## src/rtl/exec_controller_pkg.sv

```systemverilog
// Shared types for the run-control sequencer: run state and instruction-source encodings.
package exec_ctrl_pkg;

  typedef enum logic [1:0] {
    MANUAL = 2'd0,
    AUTO   = 2'd1,
    LOAD   = 2'd2
  } exec_state_t;

  localparam logic INSTR_SRC_ROM = 1'b0;
  localparam logic INSTR_SRC_SW  = 1'b1;

endpackage

```

## src/rtl/exec_controller_rise_pulse.sv

```systemverilog
// Rising-edge detector for a debounced level. History resets to 1 so a held button yields no edge.
module rise_pulse (
  input  logic clk,
  input  logic reset,
  input  logic btn,
  output logic rise
);

  logic btn_q;

  always_ff @(posedge clk) begin
    if (reset) btn_q <= 1'b1;
    else       btn_q <= btn;
  end

  assign rise = btn & ~btn_q;

endmodule

```

## src/rtl/exec_controller.sv

```systemverilog
// Run-control sequencer: manual step / auto run CPU strobe, instruction source select, ROM load.
// Optional macro EXEC_HALT_DETECT_EN adds pc self-jump detection with a sticky halted flag.
module exec_controller
  import exec_ctrl_pkg::*;
#(
  parameter int AUTO_DIV = 25_000_000,
  parameter int ADDR_W   = 15,
  parameter int DATA_W   = 16
) (
  input  logic              clk,
  input  logic              reset,
  input  logic              mode_btn,
  input  logic              step_btn,
  input  logic              initialize,
  input  logic [DATA_W-1:0] switches,
  output logic              cpu_en,
  output logic              cpu_reset,
  output logic              instr_sel,
  output logic              load_we,
  output logic [ADDR_W-1:0] load_addr,
  output logic [DATA_W-1:0] load_data,
  output logic              auto_led
`ifdef EXEC_HALT_DETECT_EN
  ,
  input  logic [ADDR_W-1:0] pc,
  output logic              halted
`endif
);

  localparam int CNT_W = (AUTO_DIV > 1) ? $clog2(AUTO_DIV) : 1;
  localparam logic [CNT_W-1:0] DIV_LAST = CNT_W'(AUTO_DIV - 1);

  exec_state_t       state_q, state_d;
  logic [CNT_W-1:0]  cnt_q, cnt_d;
  logic [ADDR_W-1:0] addr_d;
  logic              en_d, we_d;
  logic              mode_rise, step_rise;
  logic              halt_hit;

  rise_pulse u_mode_rise (.clk(clk), .reset(reset), .btn(mode_btn), .rise(mode_rise));
  rise_pulse u_step_rise (.clk(clk), .reset(reset), .btn(step_btn), .rise(step_rise));

`ifdef EXEC_HALT_DETECT_EN
  logic [ADDR_W-1:0] pc_q;
  logic              chk_q;

  // pc_q holds the pc seen during the strobe; one cycle later the CPU has advanced.
  assign halt_hit = chk_q && (state_q == AUTO) && (pc == pc_q);

  always_ff @(posedge clk) begin
    if (reset) begin
      pc_q   <= '0;
      chk_q  <= 1'b0;
      halted <= 1'b0;
    end else begin
      chk_q <= cpu_en && (state_q == AUTO);
      if (cpu_en) pc_q <= pc;
      if (halt_hit)       halted <= 1'b1;
      else if (mode_rise) halted <= 1'b0;
    end
  end
`else
  assign halt_hit = 1'b0;
`endif

  always_comb begin
    state_d = state_q;
    en_d    = 1'b0;
    we_d    = 1'b0;
    cnt_d   = '0;
    addr_d  = load_addr;
    case (state_q)
      MANUAL: begin
        if (mode_rise)      state_d = AUTO;
        else if (step_rise) en_d    = 1'b1;
      end
      AUTO: begin
        if (mode_rise || halt_hit) begin
          state_d = MANUAL;
        end else if (cnt_q == DIV_LAST) begin
          en_d  = 1'b1;
          cnt_d = '0;
        end else begin
          cnt_d = cnt_q + 1'b1;
        end
      end
      LOAD: begin
        if (!initialize)    state_d = MANUAL;
        else if (step_rise) we_d    = 1'b1;
      end
      default: state_d = MANUAL;
    endcase
    // The write address advances the cycle after each write strobe.
    if (load_we) addr_d = load_addr + 1'b1;
    if (initialize) begin
      state_d = LOAD;
      en_d    = 1'b0;
      cnt_d   = '0;
      if (state_q != LOAD) addr_d = '0;
    end
  end

  always_ff @(posedge clk) begin
    if (reset) begin
      state_q   <= MANUAL;
      cnt_q     <= '0;
      cpu_en    <= 1'b0;
      load_we   <= 1'b0;
      load_addr <= '0;
      load_data <= '0;
      cpu_reset <= 1'b1;
      instr_sel <= INSTR_SRC_SW;
      auto_led  <= 1'b0;
    end else begin
      state_q   <= state_d;
      cnt_q     <= cnt_d;
      cpu_en    <= en_d;
      load_we   <= we_d;
      load_addr <= addr_d;
      if (we_d) load_data <= switches;
      cpu_reset <= (state_d == LOAD);
      instr_sel <= (state_d == AUTO) ? INSTR_SRC_ROM : INSTR_SRC_SW;
      auto_led  <= (state_d == AUTO);
    end
  end

endmodule

```

## config.mk

```make
export PLATFORM = sky130hd
export DESIGN_NAME = exec_controller
export DESIGN_NICKNAME = d
export VERILOG_FILES = /design/src/rtl/exec_controller_pkg.sv /design/src/rtl/exec_controller_rise_pulse.sv /design/src/rtl/exec_controller.sv
export SDC_FILE = /design/constraint.sdc
export NUM_CORES = 1
export LEC_CHECK = 0
export CAP_MARGIN = 30
export CORE_AREA = 3 3 87 89
export DETAILED_ROUTE_END_ITERATION = 8
export DIE_AREA = 0 0 90 92
export HOLD_SLACK_MARGIN = 0.12
export PLACE_DENSITY = 0.66
export SYNTH_ARGS = -nofsm -noshare
export SYNTH_HDL_FRONTEND = slang
export SYNTH_SLANG_ARGS = --single-unit
```

## constraint.sdc

```tcl
create_clock -name clk -period 2.1 [get_ports clk]
set_clock_uncertainty 0.1 [all_clocks]
set_input_delay 0.21 -clock clk [delete_from_list [all_inputs] [get_ports clk]]
set_output_delay 0.21 -clock clk [all_outputs]
set_load 0.02 [all_outputs]
```

==> results of run 1 <==
## worst reg2reg max path, delay by kind of cell, from the launching register on
kind | cells | cell delay [ns]
AND/OR/NAND/NOR | 3 | 1.24
AO/OA/AOI/OAI | 1 | 0.15
flip-flops | 1 | 0.41
## worst paths after layout
check / start / to / slack [ns]
worst max-delay path: cnt_q[7] / cnt_q[19] / 0.15
worst min register to register: cnt_q[0] / cnt_q[0] / 0.37
worst min-delay path: step_btn / u_step_rise.btn_q / 0.36
worst max register to register: cnt_q[7] / cnt_q[19] / 0.15
## through the flow
step / setup WS [ns] / std cells
finish: 0.147 / 470
global route: 0.00628 / 470
CTS: 0.0668 / 468
detailed placement: 0.0888 / 452
global placement: 0.128 / 452
floorplan: 0.102 / 293
## layout make-up
class                           instances  area (sq um)
Multi-Input combinational cell        205          1320
Fill cell                             646          3070
Timing Repair Buffer                   75           703
Clock buffer                           10           138
Clock inverter                          6           138
Tap cell                               96           120
Sequential cell                        65          1300
Inverter                               13          48.8
## routing by layer
layer / wire length (microns) / global-route usage (%)
met5: 0 / 0
met4: 82 / 6.12
met3: 279 / 4.02
met2: 2760 / 22.9
met1: 2580 / 17.8
## logic make-up after synthesis
| kind of cell | count (synthesis) |
|---|---|
| simple gates | 134 |
| compound gates | 25 |
| flops | 65 |
| xor+xnor | 27 |
| mux | 17 |
| buf+inv | 23 |
| fa+ha+maj | 2 |
## sequential cells by signal, summed over array words and instances (netlist names)
register           flops
state_q                2
load_data             16
instr_sel              1
cpu_reset              1
auto_led               1
u_mode_rise.btn_q      1
load_we                1
u_step_rise.btn_q      1
cpu_en                 1
cnt_q                 25
load_addr             15
## repair_timing
action,4_1_cts,5_1_grt
endpoints found under the setup margin,0,3
hold buffers,0,0
resized for setup,0,2
setup buffers,0,2
## cell usage in the layout, fill, tap and decap left out, types with 3 or more instances in the layout
cell	instances
nand3_1	11
dfxtp_1	65
o31ai_1	5
xnor2_1	18
nor4_1	7
xor2_1	9
or2_2	5
clkbuf_8	10
o21ai_0	3
nor3_1	9
or4_1	5
or4_4	3
nand2_1	12
nor2_1	51
or3_1	4
mux2i_1	17
clkdlybuf4s50_1	56
a21oi_1	10
and3_1	3
inv_1	13
buf_4	19
nand4_1	13
bufinv_16	4
## power breakdown
part | internal (uW) | leakage, uW | switching, uW | total [uW]
Clock | 947 | 0.000137 | 497 | 1440
Combinational | 51.1 | 0.000722 | 33.5 | 84.7
Sequential | 1240 | 0.000525 | 3.41 | 1240
Total | 2240 | 0.00138 | 533 | 2770
==> out/qor.yml, run 1 <==
outcome:
  status: "complete, no violations"
clock_tree:
  cts_tree: "yes"
  clkSlewWorstSetupHoldPaths_ns: 0.07
  cts-buffers-inserted: 9
  clkLatencyLatePin_ns: 0.34
  cts_buffer_depth: 2
  h-tree-depth: 3
  clkSinkCount: 65
  cts-root-buf: "clkbuf_8"
placement:
  place_area_sq_mm: 0.00347
  gp_congestion: 0.766
  place_hpwl_microns: 4130
  place.port_buffers: 56
logic_synthesis:
  synthTopCellsByCount: "65 x dfxtp_1, 51 x nor2_1, 18 x xnor2_1, 17 x mux2i_1"
  synth_top_area_share_pct: 48.1
  synth-xor-area-share_pct: 8.75
  synth_seq_area_share_pct: 48.1
  async_flop_share_pct: 0
  syn_area_per_cell_sq_um: 9.22
  synth_mux_area_share_pct: 6.30
  synth_compound_area_share_pct: 6.16
  syn-num-nets: 316
  yosys_warnings: 0
  yosys-top-cells-area: "dfxtp_1 48%, nor2_1 7.1%, mux2i_1 6.3%"
  synth_simple_gate_area_share_pct: 26.2
  yosysMostFrequentCell: "dfxtp_1"
  yosysTopAreaCell: "dfxtp_1"
  synth.distinct_cells: 37
  synth_top_family_by_area: "simple AND/OR/NAND/NOR gates"
  syn_area_sq_mm: 0.00270
  ys_seq_elements: 65
  synth-adder-area-share_pct: 0.926
  synthCells: 293
  synth-edff-count: 0
  ys.flop_type: "dfxtp_1"
route:
  drt_iter0_markers: 150
  wl_per_cell_microns: 12.1
  finalWirelength_microns: 5690
  vias: 2262
  ant_nets: 0
  first_pass_iters: 4
  drcViolationCount: 0
  viasPerCell: 4.81
floorplan:
  core_area_sq_mm: 0.00683
  die_area_sq_mm: 0.00828
  die_h_microns: 92
  io_pins: 57
  rows: 30
  initial_core_util_pct: 39.6
  die_w_microns: 90
final_layout:
  design_area_sq_mm: 0.00376
  drive_gt1_share_pct: 13.4
  fin_util_pct: 55.1
  fin_nets: 392
  n_antenna_cell: 0
  syn2layout_area_growth_pct: 39.3
worst_setup_path:
  worst-path-buf-inv: 0
  cp_top_family: "simple AND/OR/NAND/NOR gates"
  crit_path_top_delay_cell: "or4_4"
  cp.depth: 4
  setup.worst_path.start_class: "flip-flop"
  crit_type: "flip-flop to flip-flop"
  crit_arrival_ns: 2.12
  end_kind: "flip-flop"
  crit_required_ns: 2.27
  cpPeakStageDelay_ns: 0.59
  reg2reg_depth: 4
  cp_max_fo: 5
  crit_path_cell_trace: "nand4_1 > or4_4 > or4_1 > a21oi_1"
power_and_ir_drop:
  peakVddDrop_mv: 0.449
  powerDensity_mw_per_mm2: 736
  finalPower_uw: 2770
  leakage_uw: 0.00138
sta:
  finalMaxSlewViolations: 0
  fin_crit_sh_pct: 93.0
  tightestPinTransition_ns: 0.470
  report.final.hold_viol_count: 0
  whs_ns: 0.359
  setup_viol: 0
  relSlewSlack_pct: 68.7
  rsz0062_at_grt: "no"
  timing.fmax_ghz: 0.512
  min_period_ns: 1.95
  fin_setup_tns_ns: 0
grt:
  track_usage_pct: 14.2
  grt_pass1_vias: 2103
  grt_pass1_wl_microns: 9580
  grt_max_degree: 22
  overflow: 0
  antenna_found_initial: 0
job:
  maxCapViolCount: 0
worst_hold_path:
  hold_path.class: "input port to flip-flop"
  hold_depth: 2
Note: power is estimated with default switching activity, not from simulation.
==> run 2, diff against run 1 <==
CTS_BUF_LIST = sky130_fd_sc_hd__clkbuf_4 sky130_fd_sc_hd__clkbuf_8   (was default)
==> results of run 2 <==
Same layout as run 1: the final DEF is identical, and so are final timing and power.
==> run 3, diff against run 2 <==
ABC_AREA = 0   (was default)
==> results of run 3 <==
Same layout as run 1: the final DEF is identical, and so are final timing and power.
